File: src/rtl/rx_byte_fifo.sv
// Byte queue between the UART receiver and the RAM word packer.
// Captures a byte on each busyRX falling edge and hands it out over valid/ready.
module rx_byte_fifo #(
    parameter int depth    = 16,
    parameter int addrBits = 4
) (
    input  logic                clk,
    input  logic                rst,
    input  logic                busyRX,
    input  logic [7:0]          byteRX,
    input  logic                flush,
    output logic                outValid,
    input  logic                outReady,
    output logic [7:0]          outByte,
    output logic [addrBits:0]   count,
    output logic                full,
    output logic                empty,
    output logic                overflow,
    output logic [15:0]         dropCount
);

    localparam logic [addrBits:0] DEPTH_CNT = (addrBits+1)'(depth);

    logic [7:0]          mem_q [depth];
    logic [7:0]          mem_d [depth];
    logic [addrBits-1:0] wr_ptr_q, wr_ptr_d;
    logic [addrBits-1:0] rd_ptr_q, rd_ptr_d;
    logic [addrBits:0]   count_q, count_d;
    logic                busy_prev_q, busy_prev_d;
    logic                overflow_q, overflow_d;
    logic [15:0]         drop_cnt_q, drop_cnt_d;

    logic wr_req, rd_fire, wr_fire, drop;

    assign count     = count_q;
    assign full      = (count_q == DEPTH_CNT);
    assign empty     = (count_q == '0);
    assign outValid  = ~empty;
    assign outByte   = mem_q[rd_ptr_q];
    assign overflow  = overflow_q;
    assign dropCount = drop_cnt_q;

    always_comb begin
        wr_req  = busy_prev_q & ~busyRX;
        rd_fire = outValid & outReady;
        // A read in the same cycle frees the slot, so a write into a full queue still lands.
        wr_fire = wr_req & (~full | rd_fire);
        drop    = wr_req & full & ~rd_fire;

        mem_d       = mem_q;
        wr_ptr_d    = wr_ptr_q;
        rd_ptr_d    = rd_ptr_q;
        count_d     = count_q;
        busy_prev_d = busyRX;
        overflow_d  = overflow_q;
        drop_cnt_d  = drop_cnt_q;

        if (flush) begin
            wr_ptr_d = '0;
            rd_ptr_d = '0;
            count_d  = '0;
        end else begin
            if (wr_fire) begin
                mem_d[wr_ptr_q] = byteRX;
                wr_ptr_d        = wr_ptr_q + addrBits'(1);
            end
            if (rd_fire) begin
                rd_ptr_d = rd_ptr_q + addrBits'(1);
            end
            case ({wr_fire, rd_fire})
                2'b10:   count_d = count_q + (addrBits+1)'(1);
                2'b01:   count_d = count_q - (addrBits+1)'(1);
                default: count_d = count_q;
            endcase
            if (drop) begin
                overflow_d = 1'b1;
                if (drop_cnt_q != 16'hFFFF) begin
                    drop_cnt_d = drop_cnt_q + 16'd1;
                end
            end
        end
    end

    always_ff @(posedge clk) begin
        if (rst) begin
            mem_q       <= '{default: 8'h00};
            wr_ptr_q    <= '0;
            rd_ptr_q    <= '0;
            count_q     <= '0;
            busy_prev_q <= 1'b0;
            overflow_q  <= 1'b0;
            drop_cnt_q  <= '0;
        end else begin
            mem_q       <= mem_d;
            wr_ptr_q    <= wr_ptr_d;
            rd_ptr_q    <= rd_ptr_d;
            count_q     <= count_d;
            busy_prev_q <= busy_prev_d;
            overflow_q  <= overflow_d;
            drop_cnt_q  <= drop_cnt_d;
        end
    end

endmodule

File: config.mk
export PLATFORM = sky130hd
export DESIGN_NAME = rx_byte_fifo
export DESIGN_NICKNAME = d
export VERILOG_FILES = /design/src/rtl/rx_byte_fifo.sv
export SDC_FILE = /design/constraint.sdc
export NUM_CORES = 1
export LEC_CHECK = 0
export CORE_MARGIN = 8
export CORE_UTILIZATION = 40
export DETAILED_ROUTE_END_ITERATION = 12
export PLACE_DENSITY = 0.62
export SLEW_MARGIN = 25
export SYNTH_ARGS = -nofsm -noshare
export SYNTH_HDL_FRONTEND = slang
export SYNTH_SLANG_ARGS = --single-unit
File: constraint.sdc
create_clock -name clk -period 3.1 [get_ports clk]
set_input_delay 0.465 -clock clk [delete_from_list [all_inputs] [get_ports clk]]
set_output_delay 0.465 -clock clk [all_outputs]
set_load 0.05 [all_outputs]
==> qor.yml, run 1 <==
core.rowCount: 49
grt_pass1_vias: 5844
cts_inserted_buffers: 17
avgSynthCellArea_um2: 8.77
post-place-ws_ns: 0.0838
cts_resized: 0
ioPinCount: 46
critPathBufInv: 1
clk_latency_ns: 0.43
final_layout_size_suffix_gt1_share_pct: 14.5
cp_slowest_stage_delay_ns: 0.82
mostFrequentLayoutCells: "nand2_1 (266), dfxtp_1 (157), a21oi_1 (136)"
clock.fmax_mhz: 348
crit_required_ns: 2.63
portBuffers: 45
power_mw: 4.29
skew_ns: 0.00686
yosys_warnings: 0
dieArea_mm2: 0.0230
final_common_cell: "nand2_1"
synth_top_area_share_pct: 43.3
period_needed_ns: 2.87
setup_ws_ns: 0.230
vias: 5854
max-vdd-ir-drop_uv: 550
die_h_um: 152
status: "complete, no violations"
tns_ns: 0
cp_max_fo: 6
die_w_um: 152
synth_seq_cells: 159
fin_nets: 885
cts-root-buf: "clkbuf_16"
drcViolationCount: 0
h-tree-depth: 4
max_slew_margin_pct: 46.1
hpwl_mm: 12.5
grt_start_max_net_pins: 98
avgRoutedWirePerCell_um: 17.5
cts.sinks: 159
hold_viol: 0
ff_latch_area_mm2: 0.00319
antenna_found_initial: 1
synth_top_area_cell: "dfxtp_1"
setup_viol: 0
drv_cap: 0
gp_congestion: 0.816
overflow: 0
first_pass_iters: 5
cp_top_family: "buffers and inverters"
crit_path_start_kind: "flip-flop"
syn_inst: 838
slew_violations: 0
synth_edf_count: 0
ys.flop_type: "dfxtp_1"
core_area_mm2: 0.0180
ys_types: 47
cts_tree: "done"
grt_usage_pct: 17.7
vias_per_cell: 5.31
synth-seq-area-share_pct: 43.3
grt_pass1_wl_mm: 31.3
drt_iter0_markers: 439
rsz0062_at_grt: "false"
worst_pin_slew_ns: 0.806
cellLeakagePower_nw: 2.68
ant_nets: 0
multi_input_area_mm2: 0.00383
routed_wl_mm: 19.3
hp-class: "reg2reg"
areaGrowthSynthToFinish_pct: 16.3
cts_hold_buffers: 0
fillers: 1729
asyncSetResetFlopFracSynth_pct: 0
ys_top_cells_by_area: "dfxtp_1 (43%), nand2_1 (14%), mux4_2 (12%), a21oi_1 (9.3%), nor2_1 (2.3%)"
syn_area_mm2: 0.00735
clockBufferDepth: 2
finalCritPeriodShare_pct: 92.6
powerDensity_mw_per_mm2: 502
initial_utilization_pct: 40.8
crit_path_cell_trace: "or4_4 -> nor2_1 -> clkdlybuf4s50_1"
crit_path_top_delay_cell: "clkdlybuf4s50_1"
cts_setup_buffers: 0
crit_type: "reg2out"
cp-end-kind: "primary output"
arrival_ns: 2.41
syn_nets: 862
clk_pin_slew_ns: 0.06
## cell families after synthesis
| group | count (synthesis) | synth area share (%) |
|---|---|---|
| DFF | 159 | 43.3 |
| adders and majority gates | 11 | 1.97 |
| muxes | 44 | 12.9 |
| buffers and inverters | 73 | 4.63 |
| AOI/OAI and AO/OA | 148 | 11.2 |
| and+or+nand+nor | 383 | 23.6 |
| xor gates and xnor gates | 20 | 2.38 |
## per-layer routing
metal  vias to the layer above  routed length, um  GRT usage, %
li1                       2864                  -             -
met1                      2808               8660          22.3
met2                       148               8970          27.9
met3                        34               1040          4.87
met4                         0                595          7.74
met5                         -                  0             0
## final timing paths
check	startpoint	end	slack, ns	cells past startpoint
worst max-delay path	count[0]	full	0.23	3
worst min-delay path	mem_q[34]	mem_q[34]	0.45	2
worst max register to register	count[0]	count[4]	0.39	11
worst min register to register	mem_q[34]	mem_q[34]	0.45	2
## power breakdown
group	switching [mW]	internal (mW)
sequential	0.00339	2.05
clock	0.841	1.24
combinational	0.110	0.0451
## through the flow
| step | hold slack (ns) | utilization (%) | cell area, um^2 | instances |
|---|---|---|---|---|
| finish | 0.451 | 47.4 | 8550 | 1103 |
| floorplan | 0.433 | - | 7350 | 838 |
| detailed placement | 0.443 | 44.2 | 7960 | 1071 |
| global placement | 0.439 | 44.2 | 7960 | 1071 |
| CTS | 0.452 | 47.4 | 8540 | 1102 |
| global route | 0.469 | 47.4 | 8540 | 1102 |
## worst reg2reg max path, stage by stage (launching register included)
cell and delay (ns):
dfxtp_1 0.38, nor4_4 0.39, a21oi_1 0.15, inv_1 0.08, ha_1 0.24, inv_1 0.10
fa_1 0.39, nor2b_1 0.15, o21ai_0 0.13, nor4b_1 0.17, or3_1 0.31, a21oi_1 0.13
## state kept, by name, summed over array words and instances, names as in the netlist
| register | count |
|---|---|
| busy_prev_q | 1 |
| rd_ptr_q | 4 |
| overflow | 1 |
| dropCount | 16 |
| wr_ptr_q | 4 |
| count | 5 |
| mem_q | 128 |
## synth_stat cells, types with 6 or more instances
cell / n
a21oi_1: 136
nor2_1: 46
nor3_1: 6
mux4_2: 40
inv_1: 11
nor2b_1: 6
nand3_1: 6
ha_1: 10
xnor2_1: 15
dfxtp_1: 159
clkbuf_1: 29
buf_1: 12
buf_4: 16
nand2_1: 266
nand2b_1: 18
## area by class of cell
cell class	instances	area share, %
diodes	1	0.0293
clock buffers	21	5.50
clock inverters	10	1.30
inverters	11	0.483
multi-input cells	606	44.8
flip-flops and latches	159	37.3
well taps	229	3.35
repair buffers	66	7.29
Note: power is estimated with default switching activity, not from simulation.
==> run 2: changes to the inputs <==
--- a/config.mk
+++ b/config.mk
@@ -6,9 +6,10 @@
 export NUM_CORES = 1
 export LEC_CHECK = 0
 export CORE_MARGIN = 8
-export CORE_UTILIZATION = 40
+export CORE_UTILIZATION = 30
+export CTS_CLUSTER_SIZE = 14
 export DETAILED_ROUTE_END_ITERATION = 12
-export PLACE_DENSITY = 0.62
+export PLACE_DENSITY = 0.5
 export SLEW_MARGIN = 25
 export SYNTH_ARGS = -nofsm -noshare
 export SYNTH_HDL_FRONTEND = slang
==> run 2 against run 1 <==
Critical path depth rose by 1. Core utilization down 11 points. Register-to-register slack gained 0.05 ns. Total power is 5.6% higher. Final cell count is 9.0% higher. Global-route usage decreased by 3.9 points. Fmax fell by 3.4%. Die area increased by 30%. Final area grew 2.4%. Hold slack improved by 0.0029 ns. Count of clock-buffer cells in the layout is 3 lower. Combinational power about the same. Critical endpoint is now outByte[3]. Largest cell class unchanged. Largest power group unchanged.
==> qor.yml, run 2 (synthesis results as in run 1) <==
cts_resized: 0  # unchanged
initial_utilization_pct: 30.4  # -10 points
worst_pin_slew_ns: 0.831  # +0.0256 ns
vias_per_cell: 4.80  # -9.6%
power_mw: 4.53  # +5.6%
drcViolationCount: 0  # unchanged
min_to: "mem_q[33]"
vias: 5765  # -1.5%
drv_cap: 0  # unchanged
cts_setup_buffers: 0  # unchanged
dieArea_mm2: 0.0298  # +30%
avgRoutedWirePerCell_um: 17.0  # -2.8%
grt_pass1_wl_mm: 32.3  # +3.0%
tns_ns: 0  # unchanged
hp-class: "reg2reg"
h-tree-depth: 4  # unchanged
antenna_found_initial: 0  # -1
overflow: 0  # unchanged
routed_wl_mm: 20.4  # +5.9%
die_h_um: 173  # +14%
r2r_slack_ns: 0.44  # +0.05 ns
core_area_mm2: 0.0242  # +34%
reg2reg_to: "count[4]"
setup_ws_ns: 0.129  # -0.101 ns
grt_start_max_net_pins: 104  # +6.1%
skew_ns: 0.0134  # +0.00651 ns
layout.cells.non_filler: 1202  # +9.0%
mostFrequentLayoutCells: "nand2_1 (266), dfxtp_1 (157), a21oi_1 (136)"
dp.cells: 1170  # +9.2%
cellLeakagePower_nw: 2.73  # +2.0%
status: "complete, no violations"
hpwl_mm: 13.3  # +6.1%
final_layout_size_suffix_gt1_share_pct: 15.0  # +0.49 points
worstSetupStartpoint: "rd_ptr_q[0]"
top_register: "mem_q"
cp_max_fo: 11  # +5
largest_reg_flops: 128  # unchanged
max_slew_margin_pct: 44.4  # -1.7 points
grt_usage_pct: 13.7  # -3.9 points
setup_viol: 0  # unchanged
fin_util_pct: 36.2  # -11 points
min_path_cells: 2  # unchanged
clk_pin_slew_ns: 0.07  # about the same
max-vdd-ir-drop_uv: 317  # -42%
cp-end-kind: "primary output"
crit_required_ns: 2.63  # about the same
clk_latency_ns: 0.43  # about the same
areaGrowthSynthToFinish_pct: 19.1
hp-start: "mem_q[33]"
cts-root-buf: "clkbuf_16"
slew_violations: 0  # unchanged
cts.sinks: 159  # unchanged
core.rowCount: 57  # +16%
antenna_cells: 0  # -1
fin_nets: 889  # +0.45%
fillers: 2450  # +42%
crit_type: "reg2out"
ioPinCount: 46  # unchanged
first_pass_iters: 5  # unchanged
final_common_cell: "nand2_1"
post-place-ws_ns: 0.131  # +0.0472 ns
cts_hold_buffers: 0  # unchanged
r2r_cells: 11  # unchanged
die_w_um: 173  # +14%
cts_tree: "done"
grt_pass1_vias: 5605  # -4.1%
period_needed_ns: 2.97  # +0.101 ns
finalCritPeriodShare_pct: 95.8  # +3.2 points
powerDensity_mw_per_mm2: 517  # +3.1%
cts_inserted_buffers: 17  # unchanged
clockBufferDepth: 2  # unchanged
r2r-start: "count[0]"
arrival_ns: 2.51  # +0.10 ns
gp_congestion: 0.778  # -4.6%
crit_path_start_kind: "flip-flop"
ant_nets: 0  # unchanged
drt_iter0_markers: 465  # +5.9%
portBuffers: 45  # unchanged
hold_viol: 0  # unchanged
clock.fmax_mhz: 337  # -3.4%
rsz0062_at_grt: "false"
## run 2: metrics by stage
| stage | hold slack (ns) | cell area, um^2 |
|---|---|---|
| 3_5_place_dp | 0.445 | 8100 |
| 5_1_grt | 0.471 | 8750 |
| 6_report | 0.454 | 8750 |
| 4_1_cts | 0.454 | 8750 |
| 2_1_floorplan | 0.433 | 7350 |
| 3_3_place_gp | 0.438 | 8100 |
## run 2: per-layer routing
layer  GRT usage, %  routed length, um  up-vias
met2           22.2               9570      105
met1           18.1               9770     2765
li1               -                  -     2882
met3           2.69                765       13
met4           4.42                299        0
met5              0                  0        -
## run 2: worst max path at each step
stage	end	slack [ns]	depth (start not counted)
6_report	outByte[3]	0.13	4
5_1_grt	outByte[3]	0.04	4
4_1_cts	outByte[4]	0.02	4
3_5_place_dp	count[4]	0.13	11
3_3_place_gp	count[4]	0.20	12
2_1_floorplan	count[4]	0.14	11
## run 2: where the power goes
part | leakage, nW | internal, mW | switching, mW
Clock | 0.315 | 1.39 | 0.936
Combinational | 1.14 | 0.0447 | 0.112
Sequential | 1.28 | 2.04 | 0.00381
## run 2: final cells by class
cell class | instances | area, um^2 | share of cell area [%]
multi-input combinational | 606 | 3830 | 43.7
clock inverter | 14 | 219 | 2.50
tap | 324 | 405 | 4.63
inverter | 11 | 41.3 | 0.472
timing repair buffer | 70 | 641 | 7.32
clock buffer | 18 | 429 | 4.90
sequential | 159 | 3190 | 36.4
## run 2: critical path: stages (launching register included)
cell and delay (ns):
dfxtp_2 0.49, buf_4 0.31, mux4_2 0.57, mux4_2 0.52, buf_4 0.21
==> run 3: changes to the inputs <==
--- a/config.mk
+++ b/config.mk
@@ -5,11 +5,13 @@
 export SDC_FILE = /design/constraint.sdc
 export NUM_CORES = 1
 export LEC_CHECK = 0
+export CELL_PAD_IN_SITES_DETAIL_PLACEMENT = 0
+export CELL_PAD_IN_SITES_GLOBAL_PLACEMENT = 2
 export CORE_MARGIN = 8
 export CORE_UTILIZATION = 30
 export CTS_CLUSTER_SIZE = 14
 export DETAILED_ROUTE_END_ITERATION = 12
-export PLACE_DENSITY = 0.5
+export PLACE_DENSITY = 0.71
 export SLEW_MARGIN = 25
 export SYNTH_ARGS = -nofsm -noshare
 export SYNTH_HDL_FRONTEND = slang
==> run 3 against run 2 <==
Non-clock buffer count unchanged. Fmax increased by 3.3%. Hold slack got worse by 0.082 ns. Highest routed layer unchanged. Via count decreased by 0.71%. Sequential share of layout area increased by 0.21 points. Flip-flop and latch count unchanged. Total power decreased by 5.0%. Sequential power about the same.
==> qor.yml, run 3 (synthesis results as in run 1) <==
status: "complete, no violations"
wl_met2_mm: 9.99  # +4.4%
p_sw_share_pct: 24.2  # +1.0 points
crit_path_start_kind: "flip-flop"
routed_wl_mm: 21.3  # +4.5%
initial_utilization_pct: 30.4  # unchanged
power_mw: 4.30  # -5.0%
r2r_cells: 11  # unchanged
vias: 5724  # -0.71%
areaGrowthSynthToFinish_pct: 18.3
hp-start: "rst"
drv_cap: 0  # unchanged
slew_violations: 0  # unchanged
overflow: 0  # unchanged
cts_inserted_buffers: 17  # unchanged
layout.cells.non_filler: 1202  # unchanged
cts_tree: "done"
fin_nets: 889  # unchanged
clk_latency_ns: 0.43  # about the same
clock.fmax_mhz: 348  # +3.3%
period_needed_ns: 2.88  # -0.0957 ns
portBuffers: 45  # unchanged
rsz0062_at_grt: "false"
internal_power_mw: 3.26  # -6.3%
pwr-share-comb_pct: 3.7  # +0.2 points
gp_congestion: 0.727  # -6.6%
cts-root-buf: "clkbuf_16"
core_area_mm2: 0.0242  # unchanged
cts_setup_buffers: 0  # unchanged
critPathBufInv: 1  # -1
setup_viol: 0  # unchanged
cp_max_fo: 6  # -5
h-tree-depth: 4  # unchanged
cp_slowest_stage_delay_ns: 0.82  # +0.25 ns
largest_reg_flops: 128  # unchanged
max_slew_margin_pct: 43.6  # -0.77 points
worst_pin_slew_ns: 0.843  # +0.0115 ns
r2r-start: "count[0]"
top_register: "mem_q"
fillers: 2533  # +3.4%
clk_pin_slew_ns: 0.07  # about the same
core.rowCount: 57  # unchanged
cellLeakagePower_nw: 2.70  # -1.1%
seq_power_share_pct: 47.7  # +2.4 points
wl_met3_um: 824  # +7.7%
die_w_um: 173  # unchanged
avgRoutedWirePerCell_um: 17.7  # +4.5%
ant_nets: 0  # unchanged
drt_iter0_markers: 383  # -18%
arrival_ns: 2.41  # -0.10 ns
power_frac_clock_pct: 48.7  # -2.6 points
finalCritPeriodShare_pct: 92.8  # -3.1 points
cts.sinks: 159  # unchanged
first_pass_iters: 5  # unchanged
hold_viol: 0  # unchanged
grt_pass1_vias: 5670  # +1.2%
highest_layer: "met4"
crit_path_top_delay_cell: "clkdlybuf4s50_1"
cp_top_family: "buffers and inverters"
crit_path_cell_trace: "or4_4 -> nor2_1 -> clkdlybuf4s50_1"
reg2reg_to: "count[4]"
crit_required_ns: 2.63  # about the same
crit_type: "reg2out"
final_layout_size_suffix_gt1_share_pct: 15.1  # +0.11 points
grt_usage_pct: 14.3  # +0.61 points
cts_hold_buffers: 0  # unchanged
clockBufferDepth: 2  # unchanged
final_common_cell: "nand2_1"
dp.cells: 1170  # unchanged
vias_per_cell: 4.76  # -0.71%
ioPinCount: 46  # unchanged
mostFrequentLayoutCells: "nand2_1 (266), dfxtp_1 (157), a21oi_1 (136)"
hpwl_mm: 13.6  # +2.1%
cts_resized: 0  # unchanged
worstSetupStartpoint: "count[0]"
path_depth: 3  # -1
drcViolationCount: 0  # unchanged
grt_pass1_wl_mm: 33.5  # +3.9%
r2r_slack_ns: 0.44  # about the same
hp-class: "in2reg"
power.switching_mw: 1.04  # -0.95%
fin_hold_ws_ns: 0.372  # -0.0823 ns
cp-end-kind: "primary output"
tns_ns: 0  # unchanged
dieArea_mm2: 0.0298  # unchanged
antenna_found_initial: 0  # unchanged
skew_ns: 0.0114  # -0.00194 ns
die_h_um: 173  # unchanged
powerDensity_mw_per_mm2: 494  # -4.4%
antenna_cells: 0  # unchanged
routedLengthMet1_mm: 10.1  # +3.8%
crit_end: "full"
grt_start_max_net_pins: 129  # +24%
max-vdd-ir-drop_uv: 327  # +3.0%
run 3: cell types whose count changed in the layout (fill, tap and decap cells not counted), sizes merged:
cell	before	now
inv	18	16
bufinv	4	1
clkinvlp	1	2
clkbuf	18	19
clkinv	2	5
run 3: how the worst min path moves through the flow:
stage                    end  cells after the start
5_1_grt        dropCount[12]                      2
4_1_cts         dropCount[3]                      2
3_3_place_gp        mem_q[0]                      2
6_report        dropCount[3]                      2
2_1_floorplan     mem_q[104]                      2
3_5_place_dp       mem_q[35]                      2
run 3: power by group through the flow:
| stage | combinational (mW) | clock [mW] | sequential (mW) |
|---|---|---|---|
| final | 0.157 | 2.09 | 2.05 |
| after CTS | 0.160 | 2.15 | 2.05 |
| after floorplan | 0.0977 | 0 | 2.10 |
| after global placement | 0.161 | 0 | 2.10 |
| after global routing | 0.169 | 2.24 | 2.05 |
| after detailed placement | 0.160 | 0 | 2.10 |
run 3: worst register-to-register path: stages, from the launching register on:
cell and delay, ns:
dfxtp_1 0.38, nor4_4 0.39, a21oi_1 0.16, inv_1 0.08, ha_1 0.24, inv_1 0.10, fa_1 0.38, nor2b_1 0.15
o21ai_0 0.12, nor4b_1 0.16, or3_1 0.31, a21oi_1 0.12
run 3: layout make-up:
type | count | area, um^2 | share of cell area (%)
Clock buffer | 19 | 453 | 5.21
Clock inverter | 13 | 128 | 1.47
Inverter | 11 | 41.3 | 0.475
Multi-Input combinational cell | 606 | 3830 | 44.0
Sequential cell | 159 | 3190 | 36.6
Tap cell | 324 | 405 | 4.66
Timing Repair Buffer | 70 | 653 | 7.51
run 3: metrics by stage:
step | util [%] | setup slack [ns] | area [um^2]
6_report | 36.0 | 0.225 | 8690
5_1_grt | 36.0 | 0.131 | 8690
4_1_cts | 36.0 | 0.173 | 8690
3_5_place_dp | 33.6 | 0.116 | 8110
3_3_place_gp | 33.6 | 0.178 | 8110
2_1_floorplan | - | 0.144 | 7350
run 3: layer usage:
layer / GRT usage, % / vias to the layer above
met5: 0 / -
met2: 23.1 / 102
met3: 3.17 / 17
met1: 19.0 / 2721
li1: - / 2884
met4: 4.10 / 0
